==> config.mk <==
export PLATFORM = sky130hd
export DESIGN_NAME = uart_rx_frame_flat
export DESIGN_NICKNAME = d
export VERILOG_FILES = /design/src/rtl/uart_rx_frame_pkg.sv /design/src/rtl/uart_rx_frame_if.sv /design/src/rtl/uart_rx_frame_sampler.sv /design/src/rtl/uart_rx_frame.sv /design/src/flat_wrapper.sv
export SDC_FILE = /design/constraint.sdc
export NUM_CORES = 1
export LEC_CHECK = 0
export CAP_MARGIN = 20
export CORE_ASPECT_RATIO = 1.4
export CORE_MARGIN = 2
export CORE_UTILIZATION = 60
export CTS_BUF_LIST = sky130_fd_sc_hd__clkbuf_8
export DETAILED_ROUTE_END_ITERATION = 10
export PLACE_DENSITY = 0.92
export SLEW_MARGIN = 20
export SYNTH_ARGS = -nofsm -noshare
export SYNTH_HDL_FRONTEND = slang
export SYNTH_HIERARCHICAL = 1
export SYNTH_SLANG_ARGS = --single-unit
==> constraint.sdc <==
create_clock -name CLK -period 5.5 [get_ports CLK]
set_clock_uncertainty 0.1 [all_clocks]
set_input_delay 0.825 -clock CLK [delete_from_list [all_inputs] [get_ports CLK]]
set_output_delay 0.825 -clock CLK [all_outputs]
set_load 0.02 [all_outputs]
==> src/rtl/uart_rx_frame_pkg.sv <==
// Shared types and helpers for the UART receive frame engine.
package uart_pkg;

  // Frame-level FSM states.
  typedef enum logic [2:0] {
    IDLE,
    START,
    DATA,
    PARITY,
    STOP
  } state_e;

  // PAR_TYP encoding.
  localparam logic PAR_EVEN = 1'b0;
  localparam logic PAR_ODD  = 1'b1;

  // Centre tick of a bit; the vote window is centre-1 .. centre+1.
  function automatic int mid_tick(input int os);
    return os / 2;
  endfunction

endpackage

==> src/rtl/uart_rx_frame_if.sv <==
// Host-side bundle: serial line and frame options in, captured byte and status pulses out.
interface uart_rx_frame_if #(
  parameter int DATA_WIDTH = 8
);
  logic                  RX_IN;
  logic                  PAR_EN;
  logic                  PAR_TYP;
  logic [DATA_WIDTH-1:0] P_DATA;
  logic                  DATA_VALID;
  logic                  PAR_ERR;
  logic                  STP_ERR;

  // master drives the line, slave is the receiver
  modport master (
    output RX_IN, PAR_EN, PAR_TYP,
    input  P_DATA, DATA_VALID, PAR_ERR, STP_ERR
  );

  modport slave (
    input  RX_IN, PAR_EN, PAR_TYP,
    output P_DATA, DATA_VALID, PAR_ERR, STP_ERR
  );
endinterface

==> src/rtl/uart_rx_frame_sampler.sv <==
// Per-bit timing: oversample tick counter, three-point mid-bit capture and
// majority vote. mid_vld_o marks the tick where the vote becomes known;
// bit_done_o marks the last tick of the bit, with the voted value on bit_o.
module uart_rx_sampler
  import uart_pkg::*;
#(
  parameter int OVERSAMPLE = 8
) (
  input  logic clk_i,
  input  logic rst_i,
  input  logic start_i,    // idle line seen low: this edge is tick 0
  input  logic active_i,   // frame in progress
  input  logic rx_i,
  output logic mid_vld_o,
  output logic vote_o,
  output logic bit_done_o,
  output logic bit_o
);

  localparam int TW = $clog2(OVERSAMPLE);
  localparam logic [TW-1:0] T_LO   = TW'(mid_tick(OVERSAMPLE) - 1);
  localparam logic [TW-1:0] T_MID  = TW'(mid_tick(OVERSAMPLE));
  localparam logic [TW-1:0] T_HI   = TW'(mid_tick(OVERSAMPLE) + 1);
  localparam logic [TW-1:0] T_LAST = TW'(OVERSAMPLE - 1);

  logic [TW-1:0] tick_q, tick_d;
  logic          s0_q, s0_d;
  logic          s1_q, s1_d;
  logic          bit_q, bit_d;

  // Tick advance, sample capture and vote; the third sample is taken live.
  always_comb begin
    tick_d     = tick_q;
    s0_d       = s0_q;
    s1_d       = s1_q;
    bit_d      = bit_q;
    vote_o     = (s0_q & s1_q) | (s0_q & rx_i) | (s1_q & rx_i);
    mid_vld_o  = active_i && (tick_q == T_HI);
    bit_done_o = active_i && (tick_q == T_LAST);
    // counter is a power of two wide, so it wraps at each bit boundary
    if (start_i)       tick_d = TW'(1);
    else if (active_i) tick_d = tick_q + TW'(1);
    if (active_i && tick_q == T_LO)  s0_d  = rx_i;
    if (active_i && tick_q == T_MID) s1_d  = rx_i;
    if (mid_vld_o)                   bit_d = vote_o;
  end

  assign bit_o = bit_q;

  // Sampler state register.
  always_ff @(posedge clk_i) begin
    if (rst_i) begin
      tick_q <= '0;
      s0_q   <= 1'b1;
      s1_q   <= 1'b1;
      bit_q  <= 1'b1;
    end else begin
      tick_q <= tick_d;
      s0_q   <= s0_d;
      s1_q   <= s1_d;
      bit_q  <= bit_d;
    end
  end

endmodule

==> src/rtl/uart_rx_frame.sv <==
// UART receive frame engine: start hunt with glitch reject, LSB-first
// deserialisation, optional parity and stop check, one-cycle result pulses.
module uart_rx_frame
  import uart_pkg::*;
#(
  parameter int DATA_WIDTH = 8,
  parameter int OVERSAMPLE = 8
) (
  input  logic            CLK,
  input  logic            RST,
  uart_rx_frame_if.slave  bus
);

  localparam int BW = $clog2(DATA_WIDTH + 1);

  state_e                state_q, state_d;
  logic                  par_en_q, par_en_d;
  logic                  par_typ_q, par_typ_d;
  logic [DATA_WIDTH-1:0] shad_q, shad_d;
  logic [BW-1:0]         bcnt_q, bcnt_d;
  logic                  perr_q, perr_d;
  logic                  serr_q, serr_d;
  logic                  pend_q, pend_d;    // frame finished, report on next edge
  logic [DATA_WIDTH-1:0] pdata_q, pdata_d;
  logic                  dv_q, dv_d;
  logic                  pe_q, pe_d;
  logic                  se_q, se_d;

  logic start, active, mid_vld, vote, bit_done, bit_v;

  assign start  = (state_q == IDLE) && !bus.RX_IN;
  assign active = (state_q != IDLE);

  uart_rx_sampler #(.OVERSAMPLE(OVERSAMPLE)) u_smp (
    .clk_i      (CLK),
    .rst_i      (RST),
    .start_i    (start),
    .active_i   (active),
    .rx_i       (bus.RX_IN),
    .mid_vld_o  (mid_vld),
    .vote_o     (vote),
    .bit_done_o (bit_done),
    .bit_o      (bit_v)
  );

  // Next state, frame datapath and result pulses.
  always_comb begin
    state_d   = state_q;
    par_en_d  = par_en_q;
    par_typ_d = par_typ_q;
    shad_d    = shad_q;
    bcnt_d    = bcnt_q;
    perr_d    = perr_q;
    serr_d    = serr_q;
    pend_d    = 1'b0;
    pdata_d   = pdata_q;
    dv_d      = 1'b0;
    pe_d      = 1'b0;
    se_d      = 1'b0;

    // report the previous frame; runs in parallel with IDLE's start hunt
    if (pend_q) begin
      pe_d = perr_q;
      se_d = serr_q;
      if (!perr_q && !serr_q) begin
        pdata_d = shad_q;
        dv_d    = 1'b1;
      end
    end

    unique case (state_q)
      IDLE: begin
        if (!bus.RX_IN) begin
          state_d   = START;
          par_en_d  = bus.PAR_EN;
          par_typ_d = bus.PAR_TYP;
          bcnt_d    = '0;
          perr_d    = 1'b0;
          serr_d    = 1'b0;
        end
      end
      START: begin
        if (mid_vld && vote) state_d = IDLE;   // line came back high: glitch
        else if (bit_done)   state_d = DATA;
      end
      DATA: begin
        if (bit_done) begin
          shad_d = {bit_v, shad_q[DATA_WIDTH-1:1]};
          bcnt_d = bcnt_q + BW'(1);
          if (bcnt_q == BW'(DATA_WIDTH - 1))
            state_d = par_en_q ? PARITY : STOP;
        end
      end
      PARITY: begin
        if (bit_done) begin
          perr_d  = bit_v != ((par_typ_q == PAR_ODD) ? ~^shad_q : ^shad_q);
          state_d = STOP;
        end
      end
      STOP: begin
        if (bit_done) begin
          serr_d  = ~bit_v;
          pend_d  = 1'b1;
          state_d = IDLE;
        end
      end
      default: state_d = IDLE;
    endcase
  end

  // FSM state register.
  always_ff @(posedge CLK) begin
    if (RST) state_q <= IDLE;
    else     state_q <= state_d;
  end

  // Frame datapath and output registers.
  always_ff @(posedge CLK) begin
    if (RST) begin
      par_en_q  <= 1'b0;
      par_typ_q <= 1'b0;
      shad_q    <= '0;
      bcnt_q    <= '0;
      perr_q    <= 1'b0;
      serr_q    <= 1'b0;
      pend_q    <= 1'b0;
      pdata_q   <= '0;
      dv_q      <= 1'b0;
      pe_q      <= 1'b0;
      se_q      <= 1'b0;
    end else begin
      par_en_q  <= par_en_d;
      par_typ_q <= par_typ_d;
      shad_q    <= shad_d;
      bcnt_q    <= bcnt_d;
      perr_q    <= perr_d;
      serr_q    <= serr_d;
      pend_q    <= pend_d;
      pdata_q   <= pdata_d;
      dv_q      <= dv_d;
      pe_q      <= pe_d;
      se_q      <= se_d;
    end
  end

  assign bus.P_DATA     = pdata_q;
  assign bus.DATA_VALID = dv_q;
  assign bus.PAR_ERR    = pe_q;
  assign bus.STP_ERR    = se_q;

endmodule

==> src/flat_wrapper.sv <==
// flat-port wrapper written by rule: the top's interface ports become plain ports
module uart_rx_frame_flat import uart_pkg::*;
#(
  parameter int DATA_WIDTH = 8,
  parameter int OVERSAMPLE = 8
)
  (CLK, RST, bus_RX_IN, bus_PAR_EN, bus_PAR_TYP, bus_P_DATA, bus_DATA_VALID, bus_PAR_ERR, bus_STP_ERR);
  uart_rx_frame_if #(.DATA_WIDTH(DATA_WIDTH)) bus_i ();
  input  logic CLK;
  input  logic RST;
  input wire logic [$bits(bus_i.RX_IN)-1:0] bus_RX_IN;
  input wire logic [$bits(bus_i.PAR_EN)-1:0] bus_PAR_EN;
  input wire logic [$bits(bus_i.PAR_TYP)-1:0] bus_PAR_TYP;
  output wire logic [$bits(bus_i.P_DATA)-1:0] bus_P_DATA;
  output wire logic [$bits(bus_i.DATA_VALID)-1:0] bus_DATA_VALID;
  output wire logic [$bits(bus_i.PAR_ERR)-1:0] bus_PAR_ERR;
  output wire logic [$bits(bus_i.STP_ERR)-1:0] bus_STP_ERR;
  assign bus_i.RX_IN = bus_RX_IN;
  assign bus_i.PAR_EN = bus_PAR_EN;
  assign bus_i.PAR_TYP = bus_PAR_TYP;
  assign bus_P_DATA = bus_i.P_DATA;
  assign bus_DATA_VALID = bus_i.DATA_VALID;
  assign bus_PAR_ERR = bus_i.PAR_ERR;
  assign bus_STP_ERR = bus_i.STP_ERR;
  uart_rx_frame #(.DATA_WIDTH(DATA_WIDTH), .OVERSAMPLE(OVERSAMPLE)) u_core (.CLK(CLK), .RST(RST), .bus(bus_i));
endmodule
# After elaboration in Yosys (flattened, before gate mapping)
# Index checks and enable logic that the tools add are counted.
# W data, S select, Z words.
# word_totals
regBits	37
in_bits	5
wordCells	94
output_inout_bits	11
# classes
eq_ne	16
bitwise	9
add_sub_neg	2
reduce_logical	28
muxes	22
# ops
operator	count
$mux W3	8
$pmux W3 S5	1
$eq A3 B3 Y1 const B	4
$eq A3 B2 Y1 const B	3
$reduce_and A3 Y1	3
$mux W1	8
$mux W4	2
$ne A2 B1 Y1 const B	4
$pmux W4 S2	1
$reduce_bool A2 Y1	4
$reduce_xnor A8 Y1	1
$reduce_xor A8 Y1	1
$logic_and A1 B1 Y1	7
$reduce_and A2 Y1	3
$reduce_and A6 Y1	1
$reduce_or A2 Y1	3
$add A4 B1 Y4 const B	1
$eq A4 B3 Y1 const B	1
$not A1 Y1	4
$pmux W1 S2	2
$add A3 B1 Y3 const B	1
$and A1 B1 Y1	3
$eq A3 B1 Y1 const B	1
$logic_not A1 Y1	3
other kinds (6)	7

# Logic depth before layout (Yosys ltp)
# depth
depth_word	6
ltp_mapped	10
mapped_depth_nobuf	8

# Hierarchy
# Netlist, hierarchy kept.
# by_module_without_submodules
mod	n_inst	area_per_inst_um2	seq_area_each_um2	cells_each
uart_rx_frame	1	1378.8	620.6	145
uart_rx_sampler	1	336.6	120.1	33

# Worst setup path before layout
# OpenSTA, ideal clock, no wires.
# synth_timing
path_type	reg2reg
start	register u_core.state_q[1]
end	register u_core.perr_q
setup_ns	0.079
required_ns	5.321
path_stages_with_launch	9
slack_ns	3.275
period_less_slack_ns	2.225
t_arrival_ns	2.046
path_buffers	3
cell_sequence	dfxtp_1 > buf_6 > or3_2 > buf_2 > and2_1 > buf_4 > nand4b_1 > or4bb_1 > o211ai_1
# synth_via
elab_chain_len	4
word_cells_on_any_way	9
cone_classes	3 x eq/ne; 1 x mux; 5 x reduce/logical
# synth_rtl
element	line_no	text
start: declaration	uart_rx_frame.sv:16	state_e state_q, state_d;
start signal: assignment	uart_rx_frame.sv:114	else state_q <= state_d;
$reduce_bool A3 Y1	uart_rx_frame.sv:32	assign active = (state_q != IDLE);
via u_core.active	uart_rx_frame.sv:29	logic start, active, mid_vld, vote, bit_done, bit_v;
$logic_and A1 B1 Y1	uart_rx_frame_sampler.sv:39	bit_done_o = active_i && (tick_q == T_LAST);
via u_core.bit_done	uart_rx_frame.sv:29	
$ne A2 B1 Y1 (no line)	n/a	
$reduce_and A3 Y1 (no line)	n/a	
end signal: assignment	uart_rx_frame.sv:136	perr_q <= perr_d;
end: declaration	uart_rx_frame.sv:21	logic perr_q, perr_d;
# The timed path passes the listed nets, and every way through them passes these cells.
# A chain may end at the register's enable or synchronous reset.

# Final worst setup path
# layout_timing
start	register u_core.state_q[1]
end	register u_core.bcnt_q[3]
# layout_via
elab_chain_len	4
word_cells_on_any_way	9
cone_classes	3 x eq/ne; 1 x mux; 5 x reduce/logical
# layout_rtl
element	line_no	text
$reduce_bool A3 Y1	uart_rx_frame.sv:32	
via u_core.active	uart_rx_frame.sv:29	
$logic_and A1 B1 Y1	uart_rx_frame_sampler.sv:39	
via u_core.bit_done	uart_rx_frame.sv:29	
$ne A2 B1 Y1 (no line)	n/a	
$reduce_and A3 Y1 (no line)	n/a	
end signal: assignment	uart_rx_frame.sv:135	bcnt_q <= bcnt_d;
end: declaration	uart_rx_frame.sv:20	logic [BW-1:0] bcnt_q, bcnt_d;
# The timed path passes the listed nets, and every way through them passes these cells.

==> impl_metrics.env <==
export IMPL_status="completed"
export IMPL_ys_ff_latch=37
export IMPL_startpoint_type="flip-flop"
export IMPL_syn2layout_area_growth_pct=13.27
export IMPL_synth_top_area_share_pct=43.18
export IMPL_fmax_mhz=373.8
export IMPL_io_buffer_count=15
export IMPL_holdWs_ns=0.4001
export IMPL_ys_warn_count=6
export IMPL_multi_input_area_um2=878.3
export IMPL_crit_fanout=13
export IMPL_start_util_pct=64.25
export IMPL_grt_pass1_wl_um=5865
export IMPL_syn_nets=189
export IMPL_drtAntennaViolNets=0
export IMPL_tightest_slew_ns=0.6949
export IMPL_slew_headroom_pct=53.33
export IMPL_cp_num_cells=6
export IMPL_clk_pin_slew_ns=0.08
export IMPL_power_per_cell_area_mw_per_mm2=265.7
export IMPL_final_cells=228
export IMPL_dieWidth_um=49.19
export IMPL_routabilityCongestion=0.7942
export IMPL_n_antenna_cell=0
export IMPL_min_period_ns=2.675
export IMPL_hold_viol=0
export IMPL_final_seq_area_um2=740.7
export IMPL_critPathTopFamily="simple AND/OR/NAND/NOR gates"
export IMPL_synth_area_mm2=0.001715
export IMPL_reg2reg_depth=6
export IMPL_setup_viol_count_final=0
export IMPL_finalPower_uw=516.2
export IMPL_coreArea_mm2=0.002670
export IMPL_hold_buffers=0
export IMPL_layout_commonest_cell="dfxtp_1"
export IMPL_cts_tree="yes"
export IMPL_drv_cap=0
export IMPL_via_count=1269
export IMPL_dieArea_mm2=0.003309
export IMPL_final_cell_mix="37 x dfxtp_1, 22 x nor2_1, 21 x nand2_1"
export IMPL_critPathSlowestCell="nor4bb_4"
export IMPL_syn_avg_cell_area_um2=9.637
export IMPL_p_leak_uw=0.0006926
export IMPL_htreeDepth=2
export IMPL_drtIter0Drc=24
export IMPL_drcViolationCount=0
export IMPL_drive_above_1_share_pct=9.375
export IMPL_fillers=213
export IMPL_synth_edf_count=0
export IMPL_arrival_ns=2.73
export IMPL_synthArstFlopShare_pct=0
export IMPL_clk_insertion_delay_late_ns=0.29
export IMPL_cts_resized_gates=0
export IMPL_io_pins=16
export IMPL_detail_route_wl_per_cell_um=14.63
export IMPL_cts_buffers=5
export IMPL_fp_dieH_um=67.27
export IMPL_crit_path_end_kind="flip-flop"
export IMPL_required_ns=5.55
export IMPL_place_inst=220
export IMPL_period_share_pct=48.64
export IMPL_synth_cell_type_count=49
export IMPL_grt_setup_unrepaired="false"
export IMPL_vdd_drop_max_mv=0.2679
export IMPL_slew_viol_final=0
export IMPL_min_path_cells=2
export IMPL_firstDrtPassIters=4
export IMPL_synthCells=178
export IMPL_drt_wl_total_um=3336
export IMPL_clockBufferDepth=2
export IMPL_grt_max_degree=39
export IMPL_synth_top_cell_by_area="dfxtp_1"
export IMPL_postCtsSetupBuffers=0
export IMPL_synthTopCellsByArea="dfxtp_1 43%, mux2i_1 6.4%, nor2_1 4.8%"
export IMPL_criticalPathCategory="reg2reg"
export IMPL_grt_pass1_vias=1293
export IMPL_vias_per_cell=5.566
export IMPL_dp_hpwl_um=2325
export IMPL_antenna_found_initial=0
export IMPL_layout_nets=202
export IMPL_path_cells="or3_2 -> and2_1 -> nor4bb_4 -> nand4_1 -> xor2_1 -> nor3_2"
export IMPL_crit_buf_inv=0
export IMPL_synthFlopType="dfxtp_1"
export IMPL_placementRows=22
export IMPL_grt_use_total_pct=23.85
export IMPL_hp_class="reg2reg"
export IMPL_final_setup_tns_ns=0
export IMPL_critPathMaxStageDelay_ns=0.67
export IMPL_clock_tree_root_cell="clkbuf_8"
export IMPL_cts_sinks=37
export IMPL_synth_seq_area_share_pct=43.18
export IMPL_overflow=0
-- through the flow --
step	utilization [%]	setup slack, ns	instance area (µm²)
after floorplan	-	3.275	1715
after global placement	69.35	2.996	1852
after detailed placement	69.35	2.853	1852
after CTS	72.77	2.832	1943
after global routing	72.77	2.638	1943
final	72.77	2.825	1943
-- cell type report --
cell class | count | area share [%]
multi-input combinational | 124 | 45.20
sequential | 37 | 38.12
timing repair buffer | 17 | 8.500
clock buffer | 5 | 3.542
tap | 36 | 2.318
clock inverter | 3 | 1.159
inverter | 6 | 1.159
-- logic make-up after synthesis --
logic type	share of synthesized area, %
fa+ha+maj	5.033
simple gates	21.52
xor+xnor	5.908
mux	7.075
flops	43.18
buf+inv	5.616
compound gates	11.67
-- worst paths after layout --
| kind | from | endpoint | slack (ns) |
|---|---|---|---|
| setup / recovery | u_core/state_q[1] | u_core/bcnt_q[3] | 2.82 |
| hold / removal | u_core/bus.P_DATA[0] | u_core/bus.P_DATA[0] | 0.40 |
| setup reg to reg | u_core/state_q[1] | u_core/bcnt_q[3] | 2.82 |
| hold reg to reg | u_core/bus.P_DATA[0] | u_core/bus.P_DATA[0] | 0.40 |
-- flip-flops by register name, indices dropped and copies added (netlist names) --
register and count:
u_core/bus.PAR_ERR 1, u_core/perr_q 1, u_core/serr_q 1, u_core/bus.STP_ERR 1
u_core/bus.P_DATA 8, u_core/state_q 3, u_core/u_smp/tick_q 3, u_core/shad_q 8
u_core/bus.DATA_VALID 1, u_core/u_smp/bit_o 1, u_core/par_en_q 1, u_core/pend_q 1
u_core/par_typ_q 1, u_core/u_smp/s1_q 1, u_core/bcnt_q 4, u_core/u_smp/s0_q 1
-- cells in the mapped netlist, drive strengths merged, types with 2 or more instances --
library cell and n:
dfxtp 37, nor2 22, nand2 21, mux2i 11, a21oi 9, buf 7, ha 6, inv 6
xnor2 6, clkbuf 4, nand3 4, nor3 4, xor2 3, a211oi 2, a311o 2, a31oi 2
and3b 2, and4b 2, o21ai 2
-- worst register-to-register path: stages, from the launching register on --
cell and delay (ns):
dfxtp_1 0.61, or3_2 0.34, and2_1 0.38, nor4bb_4 0.67, nand4_1 0.19, xor2_1 0.20
nor3_2 0.05
-- per-layer routing --
metal | global-route usage (%) | part of all wire (%) | routed length, µm
met4 | 13.93 | 2.3 | 78
met5 | 0 | 0 | 0
met3 | 6.858 | 3.4 | 114
met1 | 23.74 | 41 | 1357
met2 | 44.09 | 54 | 1785
-- report_power, final --
part	internal (µW)	switching [µW]	leakage [µW]	total, µW
Sequential	273	8.93	0.000299	282
Combinational	20.4	25.1	0.000345	45.5
Clock	89.7	98.8	0.0000481	189
Total	383	133	0.000693	516
Note: power is estimated with default switching activity, not from simulation.
